`config.mk`:
```
export PLATFORM = sky130hd
export DESIGN_NAME = and4_sweep_ctrl_flat
export DESIGN_NICKNAME = d
export VERILOG_FILES = /design/src/rtl/and4_sweep_if.sv /design/src/rtl/and4_sweep_ctrl.sv /design/src/flat_wrapper.sv
export SDC_FILE = /design/constraint.sdc
export NUM_CORES = 1
export LEC_CHECK = 0
export CAP_MARGIN = 20
export CORE_ASPECT_RATIO = 0.75
export CORE_MARGIN = 5
export CORE_UTILIZATION = 35
export CTS_CLUSTER_SIZE = 16
export DETAILED_ROUTE_END_ITERATION = 8
export GPL_ROUTABILITY_DRIVEN = 0
export PLACE_DENSITY = 0.62
export SLEW_MARGIN = 10
export SYNTH_ARGS = -nofsm -noshare
export SYNTH_HDL_FRONTEND = slang
export SYNTH_SLANG_ARGS = --single-unit
```
`constraint.sdc`:
```
create_clock -name clk -period 2.4 [get_ports clk]
set_input_delay 0.72 -clock clk [delete_from_list [all_inputs] [get_ports clk]]
set_output_delay 0.72 -clock clk [all_outputs]
set_load 0.02 [all_outputs]
```
`src/rtl/and4_sweep_if.sv`:
```
// Control/status bundle between a run controller (master) and and4_sweep_ctrl (slave).
//   start, abort, mode, vec_in : run request from the master
//   busy, done, pass, err_cnt, first_err_vec : run status back to the master
interface and4_sweep_if #(
    parameter int unsigned ERR_W = 5
);
    logic             start;
    logic             abort;
    logic             mode;
    logic [3:0]       vec_in;
    logic             busy;
    logic             done;
    logic             pass;
    logic [ERR_W-1:0] err_cnt;
    logic [3:0]       first_err_vec;

    modport master (
        output start, abort, mode, vec_in,
        input  busy, done, pass, err_cnt, first_err_vec
    );

    modport slave (
        input  start, abort, mode, vec_in,
        output busy, done, pass, err_cnt, first_err_vec
    );
endinterface

```
`src/rtl/and4_sweep_ctrl.sv`:
```
// Sequencer that drives operand vectors into a four-input AND datapath
// (e=a&b, f=c&d, g=a&b&c&d), holds each for HOLD_CYCLES, samples and checks
// e/f/g, and reports error count, first failing vector and pass/fail.
// Ports:
//   clk, rst_n   : clock, asynchronous active-low reset
//   ctl (slave)  : start/abort/mode/vec_in in; busy/done/pass/err_cnt/first_err_vec out
//   e, f, g      : gate outputs under test
//   a, b, c, d   : gate operands, {a,b,c,d} = current vector while busy
module and4_sweep_ctrl #(
    parameter int unsigned HOLD_CYCLES = 4,
    parameter int unsigned ERR_W       = 5
) (
    input  logic              clk,
    input  logic              rst_n,
    and4_sweep_if.slave       ctl,
    input  logic              e,
    input  logic              f,
    input  logic              g,
    output logic              a,
    output logic              b,
    output logic              c,
    output logic              d
);
    localparam int unsigned CNT_W = 8;

    localparam logic [1:0] S_IDLE   = 2'd0;
    localparam logic [1:0] S_DRIVE  = 2'd1;
    localparam logic [1:0] S_SAMPLE = 2'd2;
    localparam logic [1:0] S_DONE   = 2'd3;

    localparam logic [ERR_W-1:0] ERR_MAX = {ERR_W{1'b1}};
    localparam logic [CNT_W-1:0] CNT_LAST = CNT_W'(HOLD_CYCLES - 1);

    logic [1:0]       state, state_nxt;
    logic [3:0]       vec, vec_nxt;
    logic [CNT_W-1:0] cnt, cnt_nxt;
    logic             mode_q, mode_nxt;
    logic [ERR_W-1:0] err_q, err_nxt;
    logic [3:0]       fev_q, fev_nxt;
    logic             pass_q, pass_nxt;
    logic             busy_q, busy_nxt;
    logic             done_q, done_nxt;
    logic [3:0]       abcd_nxt;
    logic             mismatch_c;

    // Expected gate response for the vector currently on the operands
    assign mismatch_c = ({e, f, g} != {vec[3] & vec[2], vec[1] & vec[0], &vec});

    // Next-state and next-register logic
    always_comb begin
        state_nxt = state;
        vec_nxt   = vec;
        cnt_nxt   = cnt;
        mode_nxt  = mode_q;
        err_nxt   = err_q;
        fev_nxt   = fev_q;
        pass_nxt  = pass_q;

        case (state)
            S_IDLE: begin
                // start wins over abort here; abort has no meaning in IDLE
                if (ctl.start) begin
                    vec_nxt   = ctl.mode ? ctl.vec_in : 4'd0;
                    mode_nxt  = ctl.mode;
                    err_nxt   = '0;
                    fev_nxt   = 4'd0;
                    pass_nxt  = 1'b0;
                    cnt_nxt   = '0;
                    state_nxt = S_DRIVE;
                end
            end
            S_DRIVE: begin
                if (ctl.abort) begin
                    pass_nxt  = 1'b0;
                    state_nxt = S_IDLE;
                end else begin
                    cnt_nxt = cnt + CNT_W'(1);
                    if (cnt == CNT_LAST) begin
                        state_nxt = S_SAMPLE;
                    end
                end
            end
            S_SAMPLE: begin
                // abort suppresses this cycle's error bookkeeping
                if (ctl.abort) begin
                    pass_nxt  = 1'b0;
                    state_nxt = S_IDLE;
                end else begin
                    if (mismatch_c) begin
                        if (err_q != ERR_MAX) begin
                            err_nxt = err_q + ERR_W'(1);
                        end
                        if (err_q == '0) begin
                            fev_nxt = vec;
                        end
                    end
                    if (mode_q || (vec == 4'hF)) begin
                        pass_nxt  = (err_nxt == '0);
                        state_nxt = S_DONE;
                    end else begin
                        vec_nxt   = vec + 4'd1;
                        cnt_nxt   = '0;
                        state_nxt = S_DRIVE;
                    end
                end
            end
            default: begin
                state_nxt = S_IDLE;
            end
        endcase

        busy_nxt = (state_nxt == S_DRIVE) || (state_nxt == S_SAMPLE);
        done_nxt = (state_nxt == S_DONE);
        abcd_nxt = busy_nxt ? vec_nxt : 4'd0;
    end

    // State and registered outputs
    always_ff @(posedge clk or negedge rst_n) begin
        if (!rst_n) begin
            state        <= S_IDLE;
            vec          <= 4'd0;
            cnt          <= '0;
            mode_q       <= 1'b0;
            err_q        <= '0;
            fev_q        <= 4'd0;
            pass_q       <= 1'b0;
            busy_q       <= 1'b0;
            done_q       <= 1'b0;
            {a, b, c, d} <= 4'd0;
        end else begin
            state        <= state_nxt;
            vec          <= vec_nxt;
            cnt          <= cnt_nxt;
            mode_q       <= mode_nxt;
            err_q        <= err_nxt;
            fev_q        <= fev_nxt;
            pass_q       <= pass_nxt;
            busy_q       <= busy_nxt;
            done_q       <= done_nxt;
            {a, b, c, d} <= abcd_nxt;
        end
    end

    assign ctl.busy          = busy_q;
    assign ctl.done          = done_q;
    assign ctl.pass          = pass_q;
    assign ctl.err_cnt       = err_q;
    assign ctl.first_err_vec = fev_q;
endmodule
```
`src/flat_wrapper.sv`:
```
// flat-port wrapper written by rule: the top's interface ports become plain ports
module and4_sweep_ctrl_flat 
#(
    parameter int unsigned HOLD_CYCLES = 4,
    parameter int unsigned ERR_W       = 5
)
  (clk, rst_n, e, f, g, a, b, c, d, ctl_start, ctl_abort, ctl_mode, ctl_vec_in, ctl_busy, ctl_done, ctl_pass, ctl_err_cnt, ctl_first_err_vec);
  and4_sweep_if #(.ERR_W(ERR_W)) ctl_i ();
  input  logic clk;
  input  logic rst_n;
  input  logic e;
  input  logic f;
  input  logic g;
  output logic a;
  output logic b;
  output logic c;
  output logic d;
  input wire logic [$bits(ctl_i.start)-1:0] ctl_start;
  input wire logic [$bits(ctl_i.abort)-1:0] ctl_abort;
  input wire logic [$bits(ctl_i.mode)-1:0] ctl_mode;
  input wire logic [$bits(ctl_i.vec_in)-1:0] ctl_vec_in;
  output wire logic [$bits(ctl_i.busy)-1:0] ctl_busy;
  output wire logic [$bits(ctl_i.done)-1:0] ctl_done;
  output wire logic [$bits(ctl_i.pass)-1:0] ctl_pass;
  output wire logic [$bits(ctl_i.err_cnt)-1:0] ctl_err_cnt;
  output wire logic [$bits(ctl_i.first_err_vec)-1:0] ctl_first_err_vec;
  assign ctl_i.start = ctl_start;
  assign ctl_i.abort = ctl_abort;
  assign ctl_i.mode = ctl_mode;
  assign ctl_i.vec_in = ctl_vec_in;
  assign ctl_busy = ctl_i.busy;
  assign ctl_done = ctl_i.done;
  assign ctl_pass = ctl_i.pass;
  assign ctl_err_cnt = ctl_i.err_cnt;
  assign ctl_first_err_vec = ctl_i.first_err_vec;
  and4_sweep_ctrl #(.HOLD_CYCLES(HOLD_CYCLES), .ERR_W(ERR_W)) u_core (.clk(clk), .rst_n(rst_n), .ctl(ctl_i), .e(e), .f(f), .g(g), .a(a), .b(b), .c(c), .d(d));
endmodule
```
==> results of run 1 <==
## registers in the layout, indices dropped and copies added (netlist names)
signal and flops:
u_core.a 1, u_core.b 1, u_core.c 1, u_core.cnt 8
u_core.ctl.busy 1, u_core.ctl.done 1, u_core.ctl.err_cnt 5, u_core.ctl.first_err_vec 4
u_core.ctl.pass 1, u_core.d 1, u_core.mode_q 1, u_core.state 2
u_core.vec 4
## final cells by class
class / count / area [µm²]
Clock buffer: 6 / 72.57
Timing Repair Buffer: 46 / 415.4
Sequential cell: 31 / 775.7
Tap cell: 57 / 71.32
Inverter: 4 / 15.01
Fill cell: 428 / 2320
Multi-Input combinational cell: 129 / 875.8
## synth_stat cells (2+ instances only)
master	n
nor2b_1	2
a22o_1	6
nand2_1	20
nand3_1	10
and3_1	3
a21o_1	2
ha_1	5
nor3_1	4
and2_1	4
o21a_1	2
inv_1	4
nor4_1	3
clkbuf_1	4
xor2_1	6
a21oi_1	6
nand4_1	7
mux2_2	4
dfrtp_1	31
o21ai_0	7
a21bo_2	2
nand2b_1	2
nor3b_1	4
nor2_1	17
## logic make-up (layout without fill, tap and decap cells)
group,count (synthesis),after routing,synth area share
and+or+nand+nor,78,78,0.2337
adders and majority gates,5,5,0.03757
DFF,31,31,0.4658
xor gates and xnor gates,6,6,0.03155
buffers and inverters,9,56,0.02479
muxes,5,5,0.03606
AOI/OAI and AO/OA,35,35,0.1706
## through the flow
step	utilization	total power [µW]	worst slack, ps	std cells	hold slack, ps
6_report	0.4897	1617	97.98	273	491.5
5_1_grt	0.4897	1718	46.64	273	514.3
4_1_cts	0.4831	1626	45.35	273	497.2
3_5_place_dp	0.4671	1236	-267.6	267	475.9
3_3_place_gp	0.4671	1228	-250.8	267	477.5
2_1_floorplan	-	1007	179.0	169	424.4
## layout by cell type (no fill, tap or decap), types with 2 or more instances in the layout
cell type	count
a21bo_2	2
inv_1	4
and3_1	3
nand2b_1	2
dfrtp_1	31
mux2_2	4
a21o_1	2
nand4_1	7
nand3_1	9
ha_1	5
buf_4	19
clkdlybuf4s50_1	26
nor3_2	2
nor3_1	2
nor3b_1	3
a22o_1	6
nor4_1	3
o21a_1	2
nor2_1	17
nand2_1	20
o21ai_0	7
and2_1	4
nor2b_1	2
clkbuf_8	5
a21oi_1	6
xor2_1	6
## worst max path at each step
| stage | start | end | slack (ps) |
|---|---|---|---|
| after floorplan | e | u_core.ctl.pass$_DFFE_PN0P_ | 180 |
| after global placement | e | u_core.ctl.pass$_DFFE_PN0P_ | -250 |
| after detailed placement | e | u_core.ctl.pass$_DFFE_PN0P_ | -270 |
| after CTS | e | u_core.ctl.pass$_DFFE_PN0P_ | 50 |
| after global routing | g | u_core.ctl.pass$_DFFE_PN0P_ | 50 |
| final | g | u_core.ctl.pass$_DFFE_PN0P_ | 100 |
## layer usage
layer	part of all wire	GRT usage	vias up
met2	0.43	0.1794	36
met4	0.0099	0.04463	0
li1	-	-	709
met3	0.058	0.04513	5
met1	0.50	0.2088	665
met5	0	0	-
## report_power, final
group / internal, µW / total, µW / leakage (µW) / switching, µW
Clock: 193 / 379 / 0.0000371 / 186
Combinational: 254 / 526 / 0.000556 / 272
Sequential: 608 / 711 / 0.000419 / 103
Total: 1060 / 1620 / 0.00101 / 561
==> flow_summary.json, run 1 <==
{
  "outcome": "finished, final reports clean",
  "chipHeight_um": 69.74,
  "clock-sinks": 31,
  "dpl_cell_area_mm2": 0.002123,
  "drc": 0,
  "firstDrtPassIters": 4,
  "die_x_um": 89.65,
  "route.detailed.vias_per_inst": 5.183,
  "timing.final.crit_period_ps": 2302,
  "hold_violations": 0,
  "seq_area_frac_synth": 0.4658,
  "postLayoutCellArea_mm2": 0.002226,
  "globalRouteOverflowTotal": 0,
  "clk_path_buf_depth": 2,
  "setup_tns_ps": 0,
  "holdPathEnd": "u_core.ctl.first_err_vec[3]$_DFFE_PN0P_",
  "cp.required_ps": 2580,
  "wl_per_cell_um": 14.85,
  "synth_flop_cell": "dfrtp_1",
  "design.die.area_mm2": 0.006252,
  "insertion_delay_ps": 280,
  "drv_cap": 0,
  "max_slew_margin": 0.6924,
  "rr_worst_depth": 5,
  "cts_buffers": 5,
  "ios": 28,
  "rsz0062_at_grt": "no",
  "setup.worst_path.end_class": "flop",
  "yosysWarnings": 0,
  "regToRegSetupSlack_ps": 270,
  "antenna_left": 0,
  "grt_use_total": 0.1375,
  "hpwlAfterDp_mm": 2.952,
  "synth_top_cell_by_area": "dfrtp_1",
  "grt_pass1_vias": 1352,
  "ir_drop_mv": 0.4484,
  "crit_chain": "clkdlybuf4s50_1 -> buf_4 -> a2111oi_4 -> nor3_2 -> mux2_4 -> o41ai_2",
  "synth_cells": 169,
  "grt_max_degree": 32,
  "synthesis.nets": 186,
  "max_freq_mhz": 434.4,
  "critPathSlowestCell": "clkdlybuf4s50_1",
  "cts-resized-gates": 0,
  "initial_core_util": 0.3664,
  "fin_nets": 234,
  "r2r-end": "u_core.ctl.pass$_DFFE_PN0P_",
  "crit_type": "in -> reg",
  "cts.clk_slew.worst_paths_ps": 60,
  "core_mm2": 0.004546,
  "crit_path_start_kind": "input pin",
  "critPathTopFamily": "compound AO/OA/AOI/OAI gates",
  "n_antenna_cell": 0,
  "htreeDepth": 2,
  "grt_pass1_wl_mm": 6.658,
  "min_path_type": "reg -> reg",
  "ctsHoldBuffers": 0,
  "cp_num_buf_inv": 2,
  "cts_root_buffer": "clkbuf_8",
  "cp.depth": 6,
  "cts_setup_buffers": 0,
  "cp.arrival_ps": 2490,
  "drt-initial-drc-count": 90,
  "leakage_uw": 0.001012,
  "row_count": 21,
  "antenna_found_initial": 0,
  "yosys.area.top_type_share": 0.4658,
  "io_buffers": 27,
  "cts_tree": "done",
  "min_from": "u_core.ctl.first_err_vec[3]$_DFFE_PN0P_",
  "synth_enable_flop_cells": 0,
  "routed_wl_mm": 4.053,
  "skew_ps": 5.140,
  "power_density_mw_per_mm2": 726.2,
  "finalSetupViolations": 0,
  "synth_area_mm2": 0.001665,
  "finalCritPeriodShare": 0.9592,
  "cpPeakStageDelay_ps": 450,
  "slew_viol_final": 0,
  "drive_gt1_frac": 0.1852,
  "syn2layout_area_growth_pct": 33.66,
  "ys_types": 37,
  "synthArstFlopShare": 1.000,
  "post_synth.cell_area_avg_um2": 9.854,
  "r2r_start": "u_core.vec[0]$_DFF_PN0_",
  "synthTopCellsByArea": "dfrtp_1 47%, nand2_1 4.5%, nor2_1 3.8%, ha_1 3.8%, a22o_1 3.2%",
  "vias": 1415,
  "ys_ff_latch": 31,
  "holdPathStages": 1,
  "crit_fanout": 4,
  "tightestPinTransition_ps": 460.4
}
(Power assumes the default switching activity.)
==> run 2: changes to the inputs <==
CORE_MARGIN = 4   (was 5)
==> flow_summary.json, run 2 (synthesis results as in run 1) <==
{
  "drive_gt1_frac": 0.1963,
  "tightestPinTransition_ps": 413.3,
  "gr-max-usage-layer": "met1",
  "cpPeakStageDelay_ps": 480,
  "max_freq_mhz": 432.3,
  "grt_pass1_wl_mm": 6.465,
  "hold_violations": 0,
  "cts_buffers": 5,
  "route.detailed.vias_per_inst": 5.239,
  "grt_max_degree": 32,
  "multiInputGateArea_um2": 880.8,
  "seqPwrFrac": 0.436,
  "crit_fanout": 4,
  "grt_pass1_vias": 1343,
  "wl_per_cell_um": 14.17,
  "ir_drop_mv": 0.5739,
  "die_x_um": 87.65,
  "final_cell_mix": "31 x dfrtp_1, 26 x clkdlybuf4s50_1, 20 x nand2_1, 20 x buf_4, 17 x nor2_1",
  "min_path_type": "reg -> reg",
  "io_buffers": 27,
  "cp.arrival_ps": 2490,
  "outcome": "finished, final reports clean",
  "rr_worst_depth": 7,
  "ios": 28,
  "vias": 1446,
  "routed_wl_mm": 3.912,
  "p_switching_uw": 558.5,
  "rsz0062_at_grt": "no",
  "drt-initial-drc-count": 87,
  "p_int_uw": 1068,
  "drv_cap": 0,
  "drc": 0,
  "finalCritPeriodShare": 0.9639,
  "grt_util_met3": 0.03780,
  "syn2layout_area_growth_pct": 34.94,
  "core_mm2": 0.004519,
  "slew_viol_final": 0,
  "setup_tns_ps": 0,
  "grt_use_total": 0.1421,
  "antenna_found_initial": 0,
  "ctsHoldBuffers": 0,
  "antenna_left": 0,
  "pwr-share-comb": 0.324,
  "insertion_delay_ps": 280,
  "critPathSlowestCell": "clkdlybuf4s50_1",
  "cts_tree": "done",
  "instances_no_fill": 276,
  "globalRouteOverflowTotal": 0,
  "pwr-share-clk": 0.240,
  "design.die.area_mm2": 0.005937,
  "final_common_cell": "dfrtp_1",
  "n_antenna_cell": 0,
  "seq_area_um2": 775.7,
  "holdPathStages": 2,
  "power_density_mw_per_mm2": 723.9,
  "use_met2": 0.1992,
  "htreeDepth": 2,
  "cp.required_ps": 2580,
  "skew_ps": 2.195,
  "fin_nets": 235,
  "firstDrtPassIters": 4,
  "globalRouteMet1Util": 0.2099,
  "largest_reg_flops": 8,
  "crit_chain": "clkdlybuf4s50_1 -> a211o_1 -> a21oi_4 -> nor3_2 -> mux2_4 -> o41ai_2",
  "initial_core_util": 0.3685,
  "p_sw_frac": 0.3433,
  "regMostFlops": "u_core.cnt",
  "dpl.cell_count": 267,
  "crit_path_start_kind": "input pin",
  "leakage_uw": 0.001021,
  "finalSetupViolations": 0,
  "cts_root_buffer": "clkbuf_8",
  "clock-sinks": 31,
  "hpwlAfterDp_mm": 2.871,
  "fillers": 413,
  "crit_type": "in -> reg",
  "setup.worst_path.end_class": "flop",
  "max_slew_margin": 0.7245,
  "timing.final.crit_period_ps": 2313,
  "row_count": 21,
  "chipHeight_um": 67.74,
  "clk_path_buf_depth": 2,
  "cts.clk_slew.worst_paths_ps": 60
}
[run 2: layout make-up]
| type | instances | share of cell area |
|---|---|---|
| multi-input cells | 129 | 0.3920 |
| flip-flops and latches | 31 | 0.3452 |
| repair buffers | 47 | 0.1882 |
| clock buffers | 7 | 0.03396 |
| well taps | 57 | 0.03174 |
| inverters | 4 | 0.006682 |
| clock inverters | 1 | 0.002227 |
[run 2: layer usage]
metal  wire, µm  part of all wire  vias up
li1           -                 -      710
met5          0                 0        -
met2       1679              0.43       42
met4         46             0.012        0
met1       1933              0.49      688
met3        252             0.064        6
[run 2: worst max-delay path: cells and delay by family]
family          cells  cell delay (ps)
simple gates        1               90
buf+inv             1              480
compound gates      3              890
mux                 1              310
[run 2: through the flow]
| step | power [µW] | util | setup slack (ps) | hold slack, ps | cell area [µm²] |
|---|---|---|---|---|---|
| finish | 1627 | 0.4972 | 86.74 | 489.6 | 2247 |
| global route | 1739 | 0.4972 | 36.67 | 510.0 | 2247 |
| CTS | 1635 | 0.4900 | 10.22 | 501.5 | 2215 |
| detailed placement | 1233 | 0.4698 | -309.7 | 479.6 | 2123 |
| global placement | 1228 | 0.4698 | -251.0 | 475.0 | 2123 |
| floorplan | 1007 | - | 179.0 | 424.4 | 1665 |
[run 2: what timing repair did]
item	CTS	global route
pin swaps	2	1
buffers inserted	0	1
gates resized for setup	2	5
endpoints found under the setup margin	1	5
[run 2: path summary, 6_finish.rpt]
check / end / slack [ps] / startpoint
max in group asynchronous: u_core.cnt[2]$_DFFE_PN0P_ / 1260 / rst_n
max: u_core.ctl.pass$_DFFE_PN0P_ / 90 / g
max reg2reg: u_core.ctl.first_err_vec[0]$_DFFE_PN0P_ / 290 / u_core.ctl.err_cnt[1]$_DFFE_PN0P_
min reg2reg: u_core.ctl.pass$_DFFE_PN0P_ / 490 / u_core.ctl.pass$_DFFE_PN0P_
min in group asynchronous: u_core.ctl.err_cnt[3]$_DFFE_PN0P_ / 840 / rst_n
min: u_core.ctl.pass$_DFFE_PN0P_ / 490 / u_core.ctl.pass$_DFFE_PN0P_
[run 2: power groups by stage]
| stage | combinational, µW | clock (µW) | sequential [µW] |
|---|---|---|---|
| after floorplan | 299 | 0 | 707 |
| after global placement | 517 | 0 | 711 |
| after detailed placement | 520 | 0 | 712 |
| after CTS | 525 | 403 | 707 |
| after global routing | 589 | 426 | 724 |
| final | 528 | 390 | 709 |
==> run 3: changes to the inputs <==
TNS_END_PERCENT = 100   (was not set)
==> results of run 3 <==
No change in the layout: final DEF, timing and power equal those of run 2.
